`src/rtl/uart_tx_mmio.sv`:
```
// Memory-mapped 8N1 UART transmitter with a TX FIFO and combinational register loads.
// Define UART_TX_PARITY_EN to insert an even-parity bit between the data bits and the stop bit.
`timescale 1ns/1ps
module uart_tx_mmio #(
   parameter logic [31:0] BASE_ADDR   = 32'h0001_0000,
   parameter int          FIFO_DEPTH  = 8,
   parameter logic [15:0] DEFAULT_DIV = 16'd867
) (
   input  logic        clk,
   input  logic        rst,
   input  logic [31:0] addr,
   input  logic [2:0]  sel,
   input  logic        wen,
   input  logic [31:0] data_i,
   output logic [31:0] data_o,
   output logic        hit,
   output logic        tx
);

   localparam int AW = $clog2(FIFO_DEPTH);
   localparam int CW = AW + 1;

`ifdef UART_TX_PARITY_EN
   typedef enum logic [2:0] {S_IDLE, S_START, S_DATA, S_PARITY, S_STOP} state_t;
   localparam logic PAR_EN = 1'b1;
`else
   typedef enum logic [2:0] {S_IDLE, S_START, S_DATA, S_STOP} state_t;
   localparam logic PAR_EN = 1'b0;
`endif

   logic          aligned, wr_en, wr_txdata, wr_status, wr_baud;
   logic [7:0]    mem_q [FIFO_DEPTH];
   logic [AW-1:0] wr_ptr_q, rd_ptr_q;
   logic [CW-1:0] count_q;
   logic          full, empty, push_ok, pop, ovf_q, busy;
   logic [15:0]   baud_q;
   logic [7:0]    head;

   state_t        state_q, state_d;
   logic [7:0]    shift_q, shift_d;
   logic [15:0]   div_q, div_d, cnt_q, cnt_d;
   logic [2:0]    bit_q, bit_d;
   logic          tx_q, tx_d, start_frame;
`ifdef UART_TX_PARITY_EN
   logic          parity_q, parity_d;
`endif

   logic [31:0]   reg_val, fmt_val;

   assign hit       = (addr[31:4] == BASE_ADDR[31:4]);
   assign aligned   = (addr[1:0] == 2'b00);
   assign wr_en     = wen & hit & aligned;
   assign wr_txdata = wr_en & (addr[3:2] == 2'd0);
   assign wr_status = wr_en & (addr[3:2] == 2'd1);
   assign wr_baud   = wr_en & (addr[3:2] == 2'd2);

   assign full    = (count_q == CW'(FIFO_DEPTH));
   assign empty   = (count_q == '0);
   // A pop on the same edge frees a slot, so a push into a full FIFO still lands.
   assign push_ok = wr_txdata & (~full | pop);
   assign head    = mem_q[rd_ptr_q];
   assign busy    = (state_q != S_IDLE);
   assign tx      = tx_q;

   always_ff @(posedge clk) begin
      if (push_ok) mem_q[wr_ptr_q] <= data_i[7:0];
   end

   always_ff @(posedge clk or negedge rst) begin
      if (!rst) begin
         wr_ptr_q <= '0;
         rd_ptr_q <= '0;
         count_q  <= '0;
         ovf_q    <= 1'b0;
         baud_q   <= DEFAULT_DIV;
      end else begin
         if (push_ok) wr_ptr_q <= wr_ptr_q + AW'(1);
         if (pop)     rd_ptr_q <= rd_ptr_q + AW'(1);
         case ({push_ok, pop})
            2'b10:   count_q <= count_q + CW'(1);
            2'b01:   count_q <= count_q - CW'(1);
            default: count_q <= count_q;
         endcase
         if (wr_txdata & full & ~pop)      ovf_q <= 1'b1;
         else if (wr_status & data_i[3])   ovf_q <= 1'b0;
         if (wr_baud) begin
            if (sel[1:0] == 2'b00) baud_q[7:0] <= data_i[7:0];
            else                   baud_q      <= data_i[15:0];
         end
      end
   end

   always_ff @(posedge clk or negedge rst) begin
      if (!rst) begin
         state_q  <= S_IDLE;
         shift_q  <= '0;
         div_q    <= '0;
         cnt_q    <= '0;
         bit_q    <= '0;
         tx_q     <= 1'b1;
`ifdef UART_TX_PARITY_EN
         parity_q <= 1'b0;
`endif
      end else begin
         state_q  <= state_d;
         shift_q  <= shift_d;
         div_q    <= div_d;
         cnt_q    <= cnt_d;
         bit_q    <= bit_d;
         tx_q     <= tx_d;
`ifdef UART_TX_PARITY_EN
         parity_q <= parity_d;
`endif
      end
   end

   always_comb begin
      state_d     = state_q;
      shift_d     = shift_q;
      div_d       = div_q;
      cnt_d       = cnt_q;
      bit_d       = bit_q;
      tx_d        = tx_q;
      pop         = 1'b0;
      start_frame = 1'b0;
`ifdef UART_TX_PARITY_EN
      parity_d    = parity_q;
`endif
      case (state_q)
         S_IDLE: begin
            if (!empty) start_frame = 1'b1;
         end
         S_START: begin
            if (cnt_q == '0) begin
               tx_d    = shift_q[0];
               cnt_d   = div_q;
               bit_d   = '0;
               state_d = S_DATA;
            end else cnt_d = cnt_q - 16'd1;
         end
         S_DATA: begin
            if (cnt_q == '0) begin
               cnt_d = div_q;
               if (bit_q == 3'd7) begin
`ifdef UART_TX_PARITY_EN
                  tx_d    = parity_q;
                  state_d = S_PARITY;
`else
                  tx_d    = 1'b1;
                  state_d = S_STOP;
`endif
               end else begin
                  shift_d = {1'b0, shift_q[7:1]};
                  tx_d    = shift_q[1];
                  bit_d   = bit_q + 3'd1;
               end
            end else cnt_d = cnt_q - 16'd1;
         end
`ifdef UART_TX_PARITY_EN
         S_PARITY: begin
            if (cnt_q == '0) begin
               tx_d    = 1'b1;
               cnt_d   = div_q;
               state_d = S_STOP;
            end else cnt_d = cnt_q - 16'd1;
         end
`endif
         S_STOP: begin
            if (cnt_q == '0) begin
               if (!empty) start_frame = 1'b1;
               else begin
                  tx_d    = 1'b1;
                  state_d = S_IDLE;
               end
            end else cnt_d = cnt_q - 16'd1;
         end
         default: begin
            tx_d    = 1'b1;
            state_d = S_IDLE;
         end
      endcase
      // Divisor is latched per frame so BAUDDIV writes never disturb a frame in flight.
      if (start_frame) begin
         pop     = 1'b1;
         shift_d = head;
         div_d   = baud_q;
         cnt_d   = baud_q;
         tx_d    = 1'b0;
         state_d = S_START;
`ifdef UART_TX_PARITY_EN
         parity_d = ^head;
`endif
      end
   end

   always_comb begin
      reg_val = '0;
      case (addr[3:2])
         2'd1:    reg_val = {16'b0, 8'(count_q), 3'b0, PAR_EN, ovf_q, busy, empty, full};
         2'd2:    reg_val = {16'b0, baud_q};
         default: reg_val = '0;
      endcase
      case (sel)
         3'b000:  fmt_val = {{24{reg_val[7]}}, reg_val[7:0]};
         3'b001:  fmt_val = {{16{reg_val[15]}}, reg_val[15:0]};
         3'b100:  fmt_val = {24'b0, reg_val[7:0]};
         3'b101:  fmt_val = {16'b0, reg_val[15:0]};
         default: fmt_val = reg_val;
      endcase
      data_o = (hit & aligned) ? fmt_val : 32'b0;
   end

endmodule

```
`config.mk`:
```
export PLATFORM = sky130hd
export DESIGN_NAME = uart_tx_mmio
export DESIGN_NICKNAME = d
export VERILOG_FILES = /design/src/rtl/uart_tx_mmio.sv
export SDC_FILE = /design/constraint.sdc
export NUM_CORES = 1
export LEC_CHECK = 0
export ABC_AREA = 1
export CORE_MARGIN = 10
export CORE_UTILIZATION = 54
export CTS_BUF_LIST = sky130_fd_sc_hd__clkbuf_8 sky130_fd_sc_hd__clkbuf_16
export DETAILED_ROUTE_END_ITERATION = 8
export PLACE_DENSITY = 0.8
export SLEW_MARGIN = 40
export SYNTH_ARGS = -nofsm -noshare
export SYNTH_HDL_FRONTEND = slang
export SYNTH_SLANG_ARGS = --single-unit
```
`constraint.sdc`:
```
create_clock -name clk -period 3 [get_ports clk]
set_input_delay 0.6 -clock clk [delete_from_list [all_inputs] [get_ports clk]]
set_output_delay 0.6 -clock clk [all_outputs]
set_load 0.01 [all_outputs]
```
==> summary.md <==
| Metric | Value |
|---|---|
| Req. time, crit path | `2400 ps` |
| Core Area | `12600 sq um` |
| Nets | `910` |
| CTS tree | `done` |
| Worst-margin pin slew | `around 650 ps` |
| Critical path peak fanout | `16` |
| Largest family of logic cells by synthesized area | `simple AND/OR/NAND/NOR gates` |
| FP Rows | `41` |
| WL/cell | `17.3 microns` |
| Die Y | `between 100 and 150 microns` |
| Detail Route Antenna Nets | `0` |
| Routability cong. | `0.932` |
| Final period util | `0.947` |
| Worst-Skew Late Latency | `430 ps` |
| Initial antenna violation count | `0` |
| Tot GR Track Use | `0.197` |
| DRC | `0` |
| Power Density | `~530 nW/um^2` |
| Synth unique cells | `43` |
| Clk_skew | `about 12 ps` |
| Utilization after layout | `0.680` |
| Clock buffer count from CTS | `17` |
| CTS Sinks | `137` |
| Final WS setup | `159 ps` |
| Crit path kind | `in -> out` |
| Compound-gate portion of the synthesized area | `0.0995` |
| Mapped Cells | `roughly 720` |
| Warnings from Yosys | `0` |
| Post-CTS Setup Bufs | `0` |
| GR Overflow Total | `0` |
| Avg Vias per Cell | `5.62` |
| First-pass GRT wire length | `28300 microns` |
| Total Wirelength | `17400 microns` |
| Area Overhead vs Synth | `24.3%` |
| I/O Buffers | `87` |
| Dpl ws | `-156 ps` |
| Register bit total from synthesis | `137` |
| Sequential element share of the synthesized area | `0.546` |
| Number of I/O pins | `104` |
| Startpoint types | `input port` |
| Net Count, Synth | `809` |
| Drt pass-1 iters | `5` |
| Detailed Place HPWL | `11800 microns` |
| Die ar. | `17700 sq um` |
| Top_reg_cell synth | `dfrtp_1` |
| Multiplexer share of the synthesized area | `0.0262` |
| Largest net degree at the start of global routing | `48` |
| Highest Clock Rate | `352 MHz` |
| CP endpoint kind | `output pin` |
| Tmin final | `2840 ps` |
| Outcome | `finished clean` |
| Initial Utilization | `0.547` |
| Min-Delay Path Class | `in -> async` |
| CTS Hold Bufs | `0` |
| Share of cells above drive strength 1 | `0.157` |
| Post-Synth Simple-Gate Area | `0.215` |
| Synth Area per Inst | `9.51 sq um` |
| Leakage | `3.79 nW` |
| Worst slew margin | `0.566` |
| Post-synth EDFFs | `between 60 and 70` |
| DRT iter0 DRCs | `610` |
| Post-synthesis xor/xnor area fraction | `0.0166` |
| Max Cap Violations | `0` |
| Commonest non-fill, non-tap cell in the layout | `nand2_1` |
| # fillers | `between 900 and 1000` |
| Post-synthesis instance area | `6880 sq um` |
| Die Width | `133 microns` |
| Crit path DAT | `2240 ps` |
| Fin. Hold Viols | `0` |
| Worst-path clk slew | `60 ps` |
| # setup viols final | `0` |
| # H-tree levels | `4` |
| Synth Area in Adders | `0.0302` |
| Clock Tree Root | `clkbuf_16` |
| RSZ-0062 raised after global routing | `no` |
| FFs w/ async S/R, synth | `0.533` |
| Max Buffers Root-to-Sink | `2` |
| Vias | `5670` |
| Slew Viols, Final | `0` |
| Worst VDD drop | `0.250 mV` |
| Diode count | `0` |
| Most frequent cells in the layout | `146 x nand2_1, 97 x nor2_1, 65 x dfrtp_1` |
| Final Total Pwr | `between 4 and 5 mW` |
| Vias in the first global route | `5905` |
critical path, cell delays in order:
cell and delay, ps:
clkdlybuf4s50_1 400, nor2_1 150, nand2_1 70, nor2_1 100, nand2_1 70, nor2_2 110
nand2_1 110, a21oi_1 140, buf_4 190, dlygate4sd2_1 310
per-layer routing:
metal  global-route usage  up-vias  wire [microns]
li1                     -     2634               -
met2                0.333      268            8680
met1                0.228     2727            6980
met3               0.0643       41            1380
met4               0.0740        0             388
met5                    0        -               0
stage by stage:
step	cells	instance area, sq um	setup TNS [ps]	hold slack, ps
after floorplan	723	6880	0	304
final	1009	8550	0	198
after global placement	977	7980	-4170	457
after CTS	1009	8550	0	209
after global routing	1009	8550	0	242
after detailed placement	977	7980	-3450	467
timing repair:
action                     4_1_cts  5_1_grt
setup endpoints to repair       32        0
hold endpoints to repair         0        0
gates resized for setup         33        0
final cells by class:
class	instances	area, sq um	share of cell area
Timing Repair Buffer	120	1090	0.127
Inverter	58	218	0.0255
Multi-Input combinational cell	490	2670	0.312
Clock buffer	20	467	0.0546
Sequential cell	137	3760	0.440
Tap cell	172	215	0.0252
Clock inverter	12	138	0.0161
worst paths after layout:
kind	start	endpoint	slack (ps)	cells after the start
setup / recovery	addr[27]	data_o[28]	160	10
hold / removal	rst	div_q[10]	200	1
setup reg to reg	cnt_q[0]	count_q[3]	400	19
hold reg to reg	tx	tx	470	2
max in group asynchronous	rst	baud_q[0]	2070	2
min in group clk	tx	tx	470	2
synth_stat cells (2+ instances only):
cell	count	area (sq um)
nand2_1	146	548
nor2_1	98	368
dfrtp_1	66	1650
edfxtp_1	64	1920
inv_1	54	203
nand3_1	48	240
o21ai_0	40	200
a21oi_1	19	95.1
nand2_2	18	113
buf_4	17	128
mux2_2	16	180
ha_1	15	188
o32ai_1	14	123
xor2_1	11	96.3
clkbuf_1	10	37.5
nor3_1	10	50.1
dfstp_2	7	184
buf_2	6	30.0
o211ai_1	6	45.0
o22ai_1	6	37.5
o21ai_1	5	25.0
o221ai_2	5	75.1
nand3_2	4	40.0
nand4_1	4	25.0
buf_6	3	33.8
inv_2	3	11.3
nor2_2	3	18.8
nor2_4	3	33.8
o21ai_2	3	26.3
o221ai_1	3	26.3
and2_1	2	12.5
buf_1	2	7.51
xnor2_1	2	17.5
where the power goes:
| part | total, mW | internal (mW) | switching, mW |
|---|---|---|---|
| combinational | 0.401 | 0.178 | 0.223 |
| clock | 2.11 | 1.30 | 0.809 |
| sequential | 2.04 | 2.00 | 0.0419 |
| total | 4.55 | 3.47 | 1.07 |
flip-flops by register name (all words and copies together) (netlist names):
signal	cells
cnt_q	16
baud_q	16
tx	1
rd_ptr_q	3
ovf_q	1
div_q	16
shift_q	8
bit_q	3
mem_q	64
state_q	2
count_q	4
wr_ptr_q	3
kinds of logic (layout without fill, tap and decap cells):
logic type,Yosys count,in the layout
adders and majority gates,16,16
and+or+nand+nor,340,340
DFF,137,137
AOI/OAI and AO/OA,105,105
xor gates and xnor gates,13,13
muxes,16,16
buffers and inverters,96,210
(Power assumes the default switching activity.)
